**src/rtl/ctrl_pipe_regs_pkg.sv**
```systemverilog
// Shared encodings and stage-register layouts for the control pipeline register chain.
// The PC-source, write-back address and ALU encodings live only here.
package ctrl_pipe_regs_pkg;

  typedef enum logic [2:0] {
    PC_NEXT = 3'd0,
    PC_JUMP = 3'd1,
    PC_JR   = 3'd2,
    PC_BEQ  = 3'd3,
    PC_BNE  = 3'd4
  } pc_src_e;

  typedef enum logic [1:0] {
    WB_ADDR_RD   = 2'd0,
    WB_ADDR_RT   = 2'd1,
    WB_ADDR_LINK = 2'd2
  } wb_addr_src_e;

  typedef enum logic [3:0] {
    EXE_ALU_NONE = 4'd0,
    EXE_ALU_ADD  = 4'd1,
    EXE_ALU_SUB  = 4'd2,
    EXE_ALU_AND  = 4'd3,
    EXE_ALU_OR   = 4'd4,
    EXE_ALU_XOR  = 4'd5,
    EXE_ALU_NOR  = 4'd6,
    EXE_ALU_SLT  = 4'd7,
    EXE_ALU_SLL  = 4'd8,
    EXE_ALU_SRL  = 4'd9,
    EXE_ALU_SRA  = 4'd10,
    EXE_ALU_LUI  = 4'd11
  } exe_alu_e;

  typedef struct packed {
    logic        valid;
    logic [31:0] inst;
  } id_stage_t;

  typedef struct packed {
    logic       valid;
    logic [3:0] alu_oper;
    logic       mem_ren;
    logic       mem_wen;
    logic       wb_data_src;
    logic       wb_wen;
    logic       is_branch;
    logic       is_load;
    logic [4:0] regw_addr;
  } exe_stage_t;

  typedef struct packed {
    logic       valid;
    logic       mem_ren;
    logic       mem_wen;
    logic       wb_data_src;
    logic       wb_wen;
    logic       is_branch;
    logic [4:0] regw_addr;
  } mem_stage_t;

  typedef struct packed {
    logic       valid;
    logic       wb_data_src;
    logic       wb_wen;
    logic [4:0] regw_addr;
  } wb_stage_t;

  // Destination register selected by the decoder's write-back address source.
  function automatic logic [4:0] resolveRegwAddr(input logic [4:0] rd, input logic [4:0] rt,
                                                 input logic [1:0] src);
    logic [4:0] addr;
    addr = 5'd0;
    case (src)
      WB_ADDR_RD:   addr = rd;
      WB_ADDR_RT:   addr = rt;
      WB_ADDR_LINK: addr = 5'd31;
      default:      addr = 5'd0;
    endcase
    return addr;
  endfunction

endpackage

```
**src/rtl/ctrl_pipe_regs_stage.sv**
```systemverilog
// One pipeline stage register: clear on reset, load when enabled, otherwise hold.
module pipe_stage_reg #(
  parameter int W = 8
) (
  input  logic         clk,
  input  logic         rst,
  input  logic         i_clr,
  input  logic         i_en,
  input  logic [W-1:0] i_d,
  output logic [W-1:0] o_q
);

  logic [W-1:0] r_q;

  always_ff @(posedge clk) begin
    if (rst || i_clr) begin
      r_q <= '0;
    end else if (i_en) begin
      r_q <= i_d;
    end
  end

  assign o_q = r_q;

endmodule

```
**src/rtl/ctrl_pipe_regs.sv**
```systemverilog
// Control-side register chain IF->ID->EXE->MEM->WB with valid-gated hazard feedback
// and a retired-instruction counter.
module ctrl_pipe_regs
  import ctrl_pipe_regs_pkg::*;
#(
  parameter int CNT_W = 32
) (
  input  logic             clk,
  input  logic             rst,
  input  logic             if_rst,
  input  logic             if_en,
  input  logic             id_rst,
  input  logic             id_en,
  input  logic             exe_rst,
  input  logic             exe_en,
  input  logic             mem_rst,
  input  logic             mem_en,
  input  logic             wb_rst,
  input  logic             wb_en,
  input  logic [31:0]      inst_if,
  input  logic [2:0]       pc_src_id,
  input  logic [3:0]       exe_alu_oper_id,
  input  logic             mem_ren_id,
  input  logic             mem_wen_id,
  input  logic [1:0]       wb_addr_src_id,
  input  logic             wb_data_src_id,
  input  logic             wb_wen_id,
  output logic             if_valid,
  output logic             id_valid,
  output logic             exe_valid,
  output logic             mem_valid,
  output logic             wb_valid,
  output logic [31:0]      inst_id,
  output logic [3:0]       exe_alu_oper_exe,
  output logic             is_branch_exe,
  output logic             is_load_exe,
  output logic             wb_wen_exe,
  output logic [4:0]       regw_addr_exe,
  output logic             mem_ren_mem,
  output logic             mem_wen_mem,
  output logic             is_branch_mem,
  output logic             wb_wen_mem,
  output logic [4:0]       regw_addr_mem,
  output logic             wb_data_src_wb,
  output logic             wb_wen_wb,
  output logic [4:0]       regw_addr_wb,
  output logic [CNT_W-1:0] retired
);

  logic             r_if_valid;
  logic [CNT_W-1:0] r_retired;
  id_stage_t        w_id_d,  w_id_q;
  exe_stage_t       w_exe_d, w_exe_q;
  mem_stage_t       w_mem_d, w_mem_q;
  wb_stage_t        w_wb_d,  w_wb_q;

  // IF has no upstream valid: an enabled fetch slot is always occupied.
  always_ff @(posedge clk) begin
    if (rst || if_rst) begin
      r_if_valid <= 1'b0;
    end else if (if_en) begin
      r_if_valid <= 1'b1;
    end
  end

  always_comb begin
    w_id_d       = '0;
    w_id_d.valid = r_if_valid;
    w_id_d.inst  = inst_if;

    w_exe_d             = '0;
    w_exe_d.valid       = w_id_q.valid;
    w_exe_d.alu_oper    = exe_alu_oper_id;
    w_exe_d.mem_ren     = mem_ren_id;
    w_exe_d.mem_wen     = mem_wen_id;
    w_exe_d.wb_data_src = wb_data_src_id;
    w_exe_d.wb_wen      = wb_wen_id;
    w_exe_d.is_branch   = (pc_src_id != PC_NEXT);
    w_exe_d.is_load     = mem_ren_id;
    w_exe_d.regw_addr   = resolveRegwAddr(w_id_q.inst[15:11], w_id_q.inst[20:16], wb_addr_src_id);

    w_mem_d             = '0;
    w_mem_d.valid       = w_exe_q.valid;
    w_mem_d.mem_ren     = w_exe_q.mem_ren;
    w_mem_d.mem_wen     = w_exe_q.mem_wen;
    w_mem_d.wb_data_src = w_exe_q.wb_data_src;
    w_mem_d.wb_wen      = w_exe_q.wb_wen;
    w_mem_d.is_branch   = w_exe_q.is_branch;
    w_mem_d.regw_addr   = w_exe_q.regw_addr;

    w_wb_d             = '0;
    w_wb_d.valid       = w_mem_q.valid;
    w_wb_d.wb_data_src = w_mem_q.wb_data_src;
    w_wb_d.wb_wen      = w_mem_q.wb_wen;
    w_wb_d.regw_addr   = w_mem_q.regw_addr;
  end

  pipe_stage_reg #(.W($bits(id_stage_t))) u_id_reg (
    .clk(clk), .rst(rst), .i_clr(id_rst), .i_en(id_en), .i_d(w_id_d), .o_q(w_id_q)
  );

  pipe_stage_reg #(.W($bits(exe_stage_t))) u_exe_reg (
    .clk(clk), .rst(rst), .i_clr(exe_rst), .i_en(exe_en), .i_d(w_exe_d), .o_q(w_exe_q)
  );

  pipe_stage_reg #(.W($bits(mem_stage_t))) u_mem_reg (
    .clk(clk), .rst(rst), .i_clr(mem_rst), .i_en(mem_en), .i_d(w_mem_d), .o_q(w_mem_q)
  );

  pipe_stage_reg #(.W($bits(wb_stage_t))) u_wb_reg (
    .clk(clk), .rst(rst), .i_clr(wb_rst), .i_en(wb_en), .i_d(w_wb_d), .o_q(w_wb_q)
  );

  // An instruction retires when a valid WB slot is displaced by an enabled, unreset load.
  always_ff @(posedge clk) begin
    if (rst) begin
      r_retired <= '0;
    end else if (w_wb_q.valid && wb_en && !wb_rst) begin
      r_retired <= r_retired + CNT_W'(1);
    end
  end

  assign if_valid  = r_if_valid;
  assign id_valid  = w_id_q.valid;
  assign exe_valid = w_exe_q.valid;
  assign mem_valid = w_mem_q.valid;
  assign wb_valid  = w_wb_q.valid;
  assign inst_id   = w_id_q.inst;
  assign retired   = r_retired;

  // Bubbles must never write, read, stall or name a destination register.
  assign exe_alu_oper_exe = w_exe_q.valid ? w_exe_q.alu_oper : 4'd0;
  assign is_branch_exe    = w_exe_q.valid & w_exe_q.is_branch;
  assign is_load_exe      = w_exe_q.valid & w_exe_q.is_load;
  assign wb_wen_exe       = w_exe_q.valid & w_exe_q.wb_wen;
  assign regw_addr_exe    = w_exe_q.valid ? w_exe_q.regw_addr : 5'd0;

  assign mem_ren_mem   = w_mem_q.valid & w_mem_q.mem_ren;
  assign mem_wen_mem   = w_mem_q.valid & w_mem_q.mem_wen;
  assign is_branch_mem = w_mem_q.valid & w_mem_q.is_branch;
  assign wb_wen_mem    = w_mem_q.valid & w_mem_q.wb_wen;
  assign regw_addr_mem = w_mem_q.valid ? w_mem_q.regw_addr : 5'd0;

  assign wb_data_src_wb = w_wb_q.wb_data_src;
  assign wb_wen_wb      = w_wb_q.valid & w_wb_q.wb_wen;
  assign regw_addr_wb   = w_wb_q.valid ? w_wb_q.regw_addr : 5'd0;

endmodule

```
**config.mk**
```make
export PLATFORM = sky130hd
export DESIGN_NAME = ctrl_pipe_regs
export DESIGN_NICKNAME = d
export VERILOG_FILES = /design/src/rtl/ctrl_pipe_regs_pkg.sv /design/src/rtl/ctrl_pipe_regs_stage.sv /design/src/rtl/ctrl_pipe_regs.sv
export SDC_FILE = /design/constraint.sdc
export NUM_CORES = 1
export LEC_CHECK = 0
export ABC_CLOCK_PERIOD_IN_PS = 2650
export CAP_MARGIN = 10
export CORE_ASPECT_RATIO = 0.8
export CORE_MARGIN = 2
export CORE_UTILIZATION = 55
export CTS_BUF_LIST = sky130_fd_sc_hd__clkbuf_4
export DETAILED_ROUTE_END_ITERATION = 16
export DONT_BUFFER_PORTS = 1
export PLACE_DENSITY = 0.7
export SLEW_MARGIN = 10
export SYNTH_ARGS = -nofsm -noshare
export SYNTH_HDL_FRONTEND = slang
export SYNTH_SLANG_ARGS = --single-unit
export TNS_END_PERCENT = 100
```
**constraint.sdc**
```tcl
create_clock -name clk -period 2.65 [get_ports clk]
set_input_delay 0.1325 -clock clk [delete_from_list [all_inputs] [get_ports clk]]
set_output_delay 0.1325 -clock clk [all_outputs]
set_load 0.03 [all_outputs]
```
# [Word level (Yosys, flattened, before mapping)]
# Index checks and enable logic that the tools add are counted.
[totals] word_cells=32 in_bits=57 output_inout_bits=97 reg_bits=101
[classes] add_sub_neg=1 reduce_logical=10 n_eq_ne=2 bitwise_logic=8 muxes=5
[ops] cell="$add A32 B1 Y32 const B" n=1
[ops] cell="$mux W5" n=3
[ops] cell="$pmux W5 S3" n=1
[ops] cell="$and A1 B1 Y1" n=8
[ops] cell="$logic_or A1 B1 Y1" n=5
[ops] cell="$mux W4" n=1
[ops] cell="$reduce_bool A3 Y1" n=1
[ops] cell="$eq A2 B1 Y1 const B" n=1
[ops] cell="$eq A2 B2 Y1 const B" n=1
[ops] cell="$logic_and A1 B1 Y1" n=2
[ops] cell="$logic_not A2 Y1" n=1
[ops] cell="$logic_not A1 Y1" n=1

# [Logic depth before layout (Yosys ltp)]
[logic_depth] word_depth=2 ltp_mapped=7 ltp_nobuf=5

# [Hierarchy]
# From an unflattened synthesis, not the netlist that was laid out.
[hier_totals] cells_unflattened=455 area_unflattened_um2=4346.7
[modules_own_cells] mod="ctrl_pipe_regs" instances=1 seq_area_each_um2=660.6 cells_each=231 area_per_inst_um2=1850.5
[modules_own_cells] mod="pipe_stage_reg (u_id_reg)" instances=1 seq_area_each_um2=660.6 cells_each=108 area_per_inst_um2=1218.7
[modules_own_cells] mod="pipe_stage_reg (u_exe_reg)" instances=1 seq_area_each_um2=320.3 cells_each=53 area_per_inst_um2=581.8
[modules_own_cells] mod="pipe_stage_reg (u_mem_reg)" instances=1 seq_area_each_um2=220.2 cells_each=36 area_per_inst_um2=400.4
[modules_own_cells] mod="pipe_stage_reg (u_wb_reg)" instances=1 seq_area_each_um2=160.2 cells_each=27 area_per_inst_um2=295.3

# [Least setup slack after synthesis]
# Ideal clock, no wire load.
[synth_timing] path_kind="register to register" from="register r_retired[0], in the netlist retired[0]" to="register r_retired[22], in the netlist retired[22]" stages_incl_launch_ff=7 setup_time_ps=70 synth_period_minus_slack_ps=2246 path_buffers=1 t_arrival_ps=2175 setup_slack_ps=404 required_time_ps=2580 cell_sequence="dfxtp_1 > ha_1 > nand2_1 > or4_1 > buf_2 > or4_1 > a21oi_1"
[synth_via] elab_chain_cells=1
[synth_lines] item="from (decl)" line_no="ctrl_pipe_regs.sv:51" rtl="logic [CNT_W-1:0] r_retired;"
[synth_lines] item="from (signal assigned)" line_no="ctrl_pipe_regs.sv:119" rtl="r_retired <= r_retired + CNT_W'(1);"
[synth_lines] item="$add A32 B1 Y32" line_no="ctrl_pipe_regs.sv:119"
# No other way between the ends.
# A chain may end at the register's enable or synchronous reset.

# [Final worst setup path]
[layout_timing] from="input port wb_en" to="register r_retired[20], in the netlist retired[20]"
[layout_via] elab_chain_cells=2
[layout_lines] item="from (decl)" line_no="ctrl_pipe_regs.sv:19" rtl="input logic wb_en,"
[layout_lines] item="$logic_and A1 B1 Y1 (2 in series)" line_no="ctrl_pipe_regs.sv:118" rtl="end else if (w_wb_q.valid && wb_en && !wb_rst) begin"
# No other way between the ends.

==> flow_metrics.py <==
metrics = {
    "status": {
        "outcome": "completed",
    },
    "synthesis": {
        "avgSynthCellArea_sq_um": 9.28,
        "netlist_instances": 450,
        "synthMuxAreaShare_pct": 14.6,
        "ys_warn_count": 0,
        "synth_top_family_by_area": "simple AND/OR/NAND/NOR gates",
        "synth_compound_area_share_pct": 8.18,
        "synth_area_leaders": "dfxtp_1 (48%), mux2i_1 (15%), nor2_1 (6.7%), and2_1 (4.0%), or4_1 (3.2%)",
        "ys_seq_elements": 100,
        "yosysSeqAreaShare_pct": 48.0,
        "synth-simple-area-share_pct": 22.8,
        "ys_types": 32,
        "synth_xor_xnor_area_share_pct": 2.31,
        "yosysTopAreaCell": "dfxtp_1",
        "syn-num-nets": 508,
        "synth_fa_ha_area_share_pct": 0.300,
        "syn_area_sq_um": 4170,
        "synth_top_area_share_pct": 48.0,
    },
    "global_route": {
        "grt_pass1_wl_mm": 16.7,
        "overflow": 0,
        "antenna_found_initial": 0,
        "grt_max_degree": 36,
        "grt_pass1_vias": 3444,
        "grt_use_total_pct": 26.0,
    },
    "worst_hold_path": {
        "min_path_type": "primary input to register",
        "holdCritStartpoint": "wb_rst",
    },
    "timing": {
        "skew_ns": 0.00804,
        "min_period_ns": 2.51,
        "fmax_mhz": 399,
        "drv_slew": 0,
        "max_slew_margin_pct": 41.1,
        "fin_tns_setup_ns": 0,
        "worst_pin_slew_ns": 0.881,
        "period_share_pct": 94.7,
        "final-setup-viol-count": 0,
        "finalHoldViolCount": 0,
        "rsz0062_at_grt": "no",
        "whs_ns": 0.0264,
    },
    "routing": {
        "vias": 3648,
        "viasPerCell": 5.68,
        "wl_mm": 11.2,
        "wire_per_inst_um": 17.5,
        "drtAntennaViolNets": 0,
        "drtIter0Drc": 98,
        "firstDrtPassIters": 4,
        "remaining_drc_errors": 0,
    },
    "final_layout": {
        "syn2layout_area_growth_pct": 26.6,
        "final_cell_mix": "dfxtp_1 (100), dlygate4sd3_1 (86), nor2_1 (74)",
        "drive_gt1_share_pct": 7.26,
        "antenna_cells": 0,
        "nets": 590,
        "n_fill_cell": 550,
        "layout.cells.non_filler": 642,
        "final_common_cell": "dfxtp_1",
    },
    "setup_path": {
        "r2r-start": "retired[17]",
        "critPathRequiredTime_ns": 3.03,
        "worstSetupStartpoint": "wb_en",
        "crit_fanout": 19,
        "start_kind": "primary input",
        "cp.arrival_ns": 2.89,
        "end_kind": "register",
        "crit_type": "primary input to register",
    },
    "cts": {
        "clock_sinks": 100,
        "clkTransAtPathRegs_ns": 0.15,
        "root_buffer": "clkbuf_4",
        "cts_tree": "done",
        "ctsHtreeMaxLevel": 3,
        "clock_latency_ns": 0.43,
        "cts_buffers": 9,
        "clk_path_buf_depth": 2,
        "cts_setup_buffers": 0,
    },
    "placed_design": {
        "place.detailed.hpwl_mm": 6.29,
        "place.gp.congestion": 0.786,
        "port-buffer-count": 0,
        "dp.cells": 539,
    },
    "pwr": {
        "p_leak_uw": 0.00201,
        "max-vdd-ir-drop_mv": 0.548,
        "power_density_nw_per_um2": 479,
    },
    "die": {
        "fp.dieW_um": 101,
        "die_h_um": 81.9,
        "num_io_pins": 154,
        "die-area_sq_um": 8310,
        "core-area_sq_um": 7390,
        "initial_utilization_pct": 56.5,
        "rows": 28,
    },
    "run": {
        "drv_cap": 0,
    },
}
==> worst max-delay path, stage by stage <==
cell	delay (ns)
dlygate4sd3_1	0.97
nand4b_4	0.22
or4_1	0.83
or4_1	0.59
a21oi_1	0.14
==> synth_stat cells (all sizes together) <==
| cell type | number |
|---|---|
| a211oi | 1 |
| a21oi | 26 |
| and2 | 27 |
| and3 | 1 |
| and3b | 1 |
| and4 | 1 |
| buf | 6 |
| clkbuf | 24 |
| dfxtp | 100 |
| ha | 1 |
| inv | 10 |
| mux2i | 61 |
| nand2 | 15 |
| nand2b | 5 |
| nand3 | 7 |
| nand3b | 1 |
| nand4 | 7 |
| nand4b | 1 |
| nor2 | 74 |
| nor3 | 6 |
| nor4 | 2 |
| o21ai | 11 |
| o311ai | 5 |
| o31ai | 14 |
| or2 | 7 |
| or3 | 6 |
| or4 | 19 |
| xnor2 | 7 |
| xor2 | 4 |
==> path summary, 6_finish.rpt <==
path                                          to  slack (ns)  cells after the start
worst max-delay path                 retired[20]        0.14                      5
worst min-delay path                  retired[4]        0.03                      3
worst max register to register       retired[31]        0.30                      4
worst min register to register  u_exe_reg.o_q[1]        0.49                      2
==> per-stage QoR <==
step | setup WS, ns | instance area (sq um) | power, uW | utilization (%)
after floorplan | 0.404 | 4170 | 1720 | -
after global placement | 0.435 | 4290 | 1700 | 58.0
after detailed placement | 0.379 | 4290 | 1700 | 58.0
after CTS | 0.133 | 5290 | 2530 | 71.5
after global routing | 0.0102 | 5290 | 2620 | 71.5
final | 0.142 | 5290 | 2530 | 71.5
==> timing repair <==
action                    CTS  global route
resized for setup           0             0
hold endpoints to repair  100             0
hold buffers               87             0
==> flip-flops by register name, summed over array words and instances (netlist names) <==
name / count
u_wb_reg.o_q: 8
u_mem_reg.o_q: 11
if_valid: 1
u_id_reg.o_q: 33
u_exe_reg.o_q: 15
retired: 32
==> per-layer routing <==
layer	global-route usage [%]	routed length, um	vias up
met2	44.6	5470	144
met5	0	0	-
met3	8.94	784	39
li1	-	-	1735
met1	30.0	4650	1730
met4	10.5	338	0
==> where the power goes <==
| part | internal [uW] | switching (uW) | total, uW |
|---|---|---|---|
| logic | 142 | 92.0 | 234 |
| clock network | 199 | 513 | 712 |
| registers | 1530 | 54.6 | 1580 |
==> kinds of logic (layout without fill, tap and decap cells) <==
family / after synthesis / count (layout)
xor+xnor: 11 / 11
simple gates: 180 / 180
mux: 61 / 61
flops: 100 / 100
buf+inv: 40 / 127
fa+ha+maj: 1 / 1
compound gates: 57 / 57
==> cell type report <==
class,count,area (sq um),area share (%)
timing repair buffer,101,986,18.7
tap,105,131,2.49
inverter,10,37.5,0.710
clock buffer,9,67.6,1.28
multi-input combinational,310,2010,38.1
sequential,100,2000,37.9
clock inverter,7,50.0,0.947
No activity file was read; power rests on OpenSTA's default activity.
